### config.mk
export PLATFORM = sky130hd
export DESIGN_NAME = clk_div_ctrl
export DESIGN_NICKNAME = d
export VERILOG_FILES = /design/src/rtl/clk_div_ctrl.sv
export SDC_FILE = /design/constraint.sdc
export NUM_CORES = 1
export LEC_CHECK = 0
export ABC_AREA = 1
export CAP_MARGIN = 20
export CORE_MARGIN = 2
export CORE_UTILIZATION = 53
export CTS_BUF_LIST = sky130_fd_sc_hd__clkbuf_2 sky130_fd_sc_hd__clkbuf_4 sky130_fd_sc_hd__clkbuf_8
export DETAILED_ROUTE_END_ITERATION = 6
export MAX_ROUTING_LAYER = met4
export PLACE_DENSITY_LB_ADDON = 0.25
export SLEW_MARGIN = 25
export SYNTH_ARGS = -nofsm -noshare
export SYNTH_HDL_FRONTEND = slang
export SYNTH_SLANG_ARGS = --single-unit
export TNS_END_PERCENT = 20
### constraint.sdc
create_clock -name clk -period 2.01 [get_ports clk]
set_clock_uncertainty 0.15 [all_clocks]
set_input_delay 0.603 -clock clk [delete_from_list [all_inputs] [get_ports clk]]
set_output_delay 0.603 -clock clk [all_outputs]
set_load 0.005 [all_outputs]
### src/rtl/clk_div_ctrl.sv
// clk_div_ctrl: run-time divide-ratio controller; starts, stops and switches ratio only on period wraps
module clk_div_ctrl #(
  parameter int CNT_W       = 16,
  parameter int DEFAULT_DIV = 100
) (
  input  logic             clk,
  input  logic             rst_n,
  input  logic             en,
  input  logic             cfg_valid,
  input  logic [CNT_W-1:0] cfg_div,
  output logic             cfg_ready,
  output logic             cfg_err,
  output logic             out_clk,
  output logic             tick,
  output logic             busy,
  output logic [CNT_W-1:0] cur_div
);
  typedef enum logic [1:0] {IDLE, RUN, STOP} state_t;
  state_t state;
  logic [CNT_W-1:0] cnt, div_q, pend_div, half;
  logic pend_valid, wrap, xfer, bad;
  assign half      = div_q >> 1;
  assign wrap      = (state != IDLE) && (cnt == div_q - 1'b1);
  assign xfer      = cfg_valid && !pend_valid;
  assign bad       = cfg_div < CNT_W'(2);
  assign cfg_ready = !pend_valid;
  assign busy      = state != IDLE;
  assign cur_div   = div_q;
  always_ff @(posedge clk or negedge rst_n) begin
    if (!rst_n) begin
      state      <= IDLE;
      cnt        <= '0;
      div_q      <= CNT_W'(DEFAULT_DIV);
      pend_div   <= '0;
      pend_valid <= 1'b0;
      out_clk    <= 1'b0;
      tick       <= 1'b0;
      cfg_err    <= 1'b0;
    end else begin
      tick    <= wrap;
      cfg_err <= xfer && bad;
      if (state == IDLE) begin
        cnt     <= '0;
        out_clk <= 1'b0;
        if (en) state <= RUN;
      end else begin
        out_clk <= cnt < half;
        cnt     <= wrap ? '0 : cnt + 1'b1;
        if (state == RUN) begin
          if (!en) state <= STOP;
        end else
          state <= en ? RUN : wrap ? IDLE : STOP;
      end
      // pend_valid is still 0 on an acceptance edge, so a ratio taken at a wrap waits for the next one
      if (wrap && pend_valid) begin
        div_q      <= pend_div;
        pend_valid <= 1'b0;
      end
      if (xfer && !bad) begin
        if (state == IDLE) div_q <= cfg_div;
        else begin
          pend_div   <= cfg_div;
          pend_valid <= 1'b1;
        end
      end
    end
  end
endmodule
==> run_results.csv <==
group,metric,value,unit
floorplan,ios,41,
pwr,irDropWorstVdd,0.458,mV
job,drv_cap,0,
floorplan,die_w,88.3,um
clocking,clockRootBuffer,"clkbuf_8",
timing,fmax,0.421,GHz
logic_synthesis,synthCells,537,
worst_setup_path,crit_chain,"nor2_4 > nand2_4 > nor2_4 > buf_4 > nand2_1 > nand2_1 > nor2_2 > nand3_2 > nor2_4 > buf_6 > nand3_4 > nand2_2 > nand3_1 > nand2_1",
pwr,leakage,3.14,nW
logic_synthesis,ys_ff_latch,54,
pwr,finalPower,2.33,mW
global_routing,grt_pass1_vias,3979,
routing,drtIter0Drc,330,
final_layout,antenna_cells,0,
global_routing,grt_max_degree,37,
routing,wl_per_cell,15.2,um
logic_synthesis,netlist_area,3770,um^2
final_layout,final_nets,704,
timing,relSlewSlack,69.0,%
worst_setup_path,cp-start-kind,"flip-flop",
final_layout,drive_gt1_share,31.7,%
timing,finalHoldViolations,0,
timing,finalCriticalPeriod,2370,ps
clocking,cts.reportedPaths.clkPinSlew,110,ps
worst_setup_path,required,2120,ps
timing,fin_crit_sh,118,%
worst_setup_path,cp_max_fo,6,
logic_synthesis,synth_fp_nets,573,
clocking,cts_htree_levels,2,
timing,rsz0062_at_grt,"yes",
timing,layout_setup_ws,-364,ps
worst_setup_path,slowest_delay,630,ps
global_routing,grt-ovfl-total,0,
logic_synthesis,syn_avg_cell_area,7.02,um^2
status,outcome,"complete, but fails checks",
worst_setup_path,path_class,"flip-flop to flip-flop",
final_layout,syn2layout_area_growth,43.3,%
global_routing,track_usage,31.3,%
worst_setup_path,crit-reg2reg-capture,"cur_div[11]$_DFF_PN0_",
worst_setup_path,path_delay_family,"simple AND/OR/NAND/NOR gates",
floorplan,core,6830,um^2
floorplan,initial_core_util,55.2,%
clocking,cts-buffers-inserted,5,
routing,routed_wirelength,11600,um
timing,worst_pin_slew,465,ps
logic_synthesis,netlist-cell-type-count,33,
clocking,tritoncts,"built",
routing,dr.pass1.iters,6,
floorplan,fp.dieH,88.3,um
logic_synthesis,yosysWarningCount,0,
routing,vias,4119,
place,place.gp.congestion,0.896,
floorplan,die_area,7800,um^2
global_routing,antenna_found_initial,0,
logic_synthesis,ys.flop_type,"dfrtp_1",
clocking,clock_latency,320,ps
place,place_hpwl,8110,um
worst_setup_path,cp.buffers_inverters,2,
worst_setup_path,arrival,2480,ps
worst_setup_path,worst_path_max_delay_cell,"dfstp_2",
clocking,clockBufferDepth,2,
worst_setup_path,reg2reg_from,"cur_div[2]$_DFF_PN1_",
worst_setup_path,r2r_setup_slack,-360,ps
worst_setup_path,crit_path_end_kind,"flip-flop",
timing,setup_viol,37,
timing,slew_violations,0,
min_path,hold_path_class,"primary input to asynchronous set/reset pin",
clocking,clock_sinks,54,
status,violations,"setup timing",
final_layout,fillCellCount,489,
place,dpl_worst_slack,-488,ps
place,io_buffers,40,
floorplan,std_cell_rows,30,
routing,drc_errors,0,
worst_setup_path,cp.depth,14,
worst_setup_path,reg2reg_depth,14,
routing,postRouteAntennaNets,0,
logic_synthesis,synth_seq_area_share,35.9,%
global_routing,grt_pass1_wl,18300,um
routing,viasPerCell,5.38,
logic_synthesis,async_flop_share,100,%
logic_synthesis,synth_edf_count,0,
pwr,power_density,430,nW/um^2
## synth_stat cells (2+ instances only)
| cell | number | area [um^2] |
|---|---|---|
| nor3_1 | 4 | 20.0 |
| a21oi_1 | 26 | 130 |
| nand2_2 | 5 | 31.3 |
| nand3_4 | 2 | 35.0 |
| buf_2 | 5 | 25.0 |
| dfrtp_1 | 51 | 1280 |
| nor4_1 | 4 | 25.0 |
| o21bai_1 | 2 | 15.0 |
| nor2_4 | 6 | 67.6 |
| nand2_1 | 143 | 537 |
| nand4_1 | 21 | 131 |
| nand3_1 | 48 | 240 |
| inv_1 | 83 | 312 |
| buf_4 | 2 | 15.0 |
| or2_2 | 2 | 12.5 |
| xnor2_1 | 6 | 52.6 |
| ha_1 | 16 | 200 |
| o211ai_1 | 3 | 22.5 |
| nand3b_1 | 2 | 15.0 |
| buf_6 | 2 | 22.5 |
| o21ai_0 | 10 | 50.1 |
| xor2_1 | 6 | 52.6 |
| nor2_1 | 49 | 184 |
| inv_2 | 11 | 41.3 |
| clkbuf_1 | 4 | 15.0 |
| nand3_2 | 7 | 70.1 |
| nor2_2 | 9 | 56.3 |
| dfstp_2 | 3 | 78.8 |
## cell families after synthesis
family          after synthesis  synth area share, %
fa+ha+maj                    16                 5.31
buf+inv                     108                 11.5
xor+xnor                     12                 2.79
flops                        54                 35.9
simple gates                303                 38.0
compound gates               44                 6.41
## final cells by class
cell class                      instances  area (um^2)  area share (%)
Timing Repair Buffer                  137         1240            23.0
Clock inverter                          3         47.5           0.880
Inverter                               94          353            6.53
Sequential cell                        54         1360            25.2
Clock buffer                            5         68.8            1.27
Tap cell                               96          120            2.22
Multi-Input combinational cell        376         2210            40.9
## per-layer routing
metal / vias to the layer above / part of all wire (%) / global-route usage, % / routed length [um]
met2: 193 / 51 / 53.6 / 5900
met4: 0 / 3.4 / 11.2 / 399
met5: - / 0 / - / 0
met1: 1924 / 39 / 37.9 / 4470
li1: 1967 / - / - / -
met3: 35 / 7.2 / 4.10 / 831
## sequential cells by signal, indices dropped and copies added (netlist names)
register	flops
cnt	16
cur_div	16
pend_div	16
state	2
cfg_err	1
out_clk	1
pend_valid	1
tick	1
## through the flow
| stage | setup TNS, ps | util (%) | instances | cell area (um^2) | hold slack (ps) |
|---|---|---|---|---|---|
| floorplan | 0 | - | 537 | 3780 | 157 |
| global placement | -19070 | 71.6 | 742 | 4890 | 342 |
| detailed placement | -20720 | 71.6 | 742 | 4890 | 357 |
| CTS | -7370 | 76.7 | 761 | 5240 | 25.0 |
| global route | -14340 | 79.1 | 765 | 5400 | 33.5 |
| finish | -9960 | 79.1 | 765 | 5400 | 13.4 |
## how the worst max path moves through the flow
stage	end	startpoint	slack, ps
final	cur_div[11]$_DFF_PN0_	cur_div[2]$_DFF_PN1_	-360
after global routing	cur_div[11]$_DFF_PN0_	cur_div[1]$_DFF_PN0_	-470
after CTS	cnt[0]$_DFF_PN0_	cur_div[0]$_DFF_PN0_	-280
after detailed placement	cur_div[6]$_DFF_PN1_	cur_div[1]$_DFF_PN0_	-490
after global placement	cur_div[15]$_DFF_PN0_	cfg_div[15]	-440
after floorplan	cnt[0]$_DFF_PN0_	cur_div[0]$_DFF_PN0_	0.6
## where the power goes
group          internal (mW)  switching, mW  leakage, nW
logic                  0.204          0.196         2.44
clock network          0.379          0.406       0.0587
registers               1.12         0.0238        0.640
## repair_timing
item                       in CTS  in global routing
hold buffers                    0                  0
pin swaps                      20                 24
setup endpoints to repair      70                 53
gates resized for setup        64                 42
setup buffers                   9                  5
gates cloned                    2                  0
## cells in the final DEF, fill, tap and decap left out, types with 2 or more instances in the layout
| cell type | count |
|---|---|
| buf_12 | 6 |
| xor2_1 | 6 |
| buf_4 | 81 |
| buf_6 | 11 |
| dlymetal6s2s_1 | 10 |
| nand3_1 | 40 |
| nand3_4 | 2 |
| nand2_4 | 2 |
| buf_2 | 2 |
| nor2_1 | 41 |
| nand2_2 | 22 |
| nor2_2 | 9 |
| clkdlybuf4s50_1 | 11 |
| nand3b_1 | 2 |
| nor4_2 | 3 |
| clkbuf_8 | 5 |
| inv_1 | 74 |
| inv_2 | 20 |
| dlygate4sd2_1 | 15 |
| a21oi_1 | 24 |
| dfstp_2 | 3 |
| nand3_2 | 16 |
| o21bai_1 | 2 |
| dfrtp_2 | 4 |
| ha_1 | 15 |
| dfrtp_1 | 47 |
| nor2_4 | 14 |
| o211ai_1 | 3 |
| nand2_1 | 124 |
| xnor2_1 | 6 |
| o21ai_0 | 10 |
| nor3_1 | 3 |
| a21oi_2 | 2 |
| nand4_1 | 21 |
(Power assumes the default switching activity.)
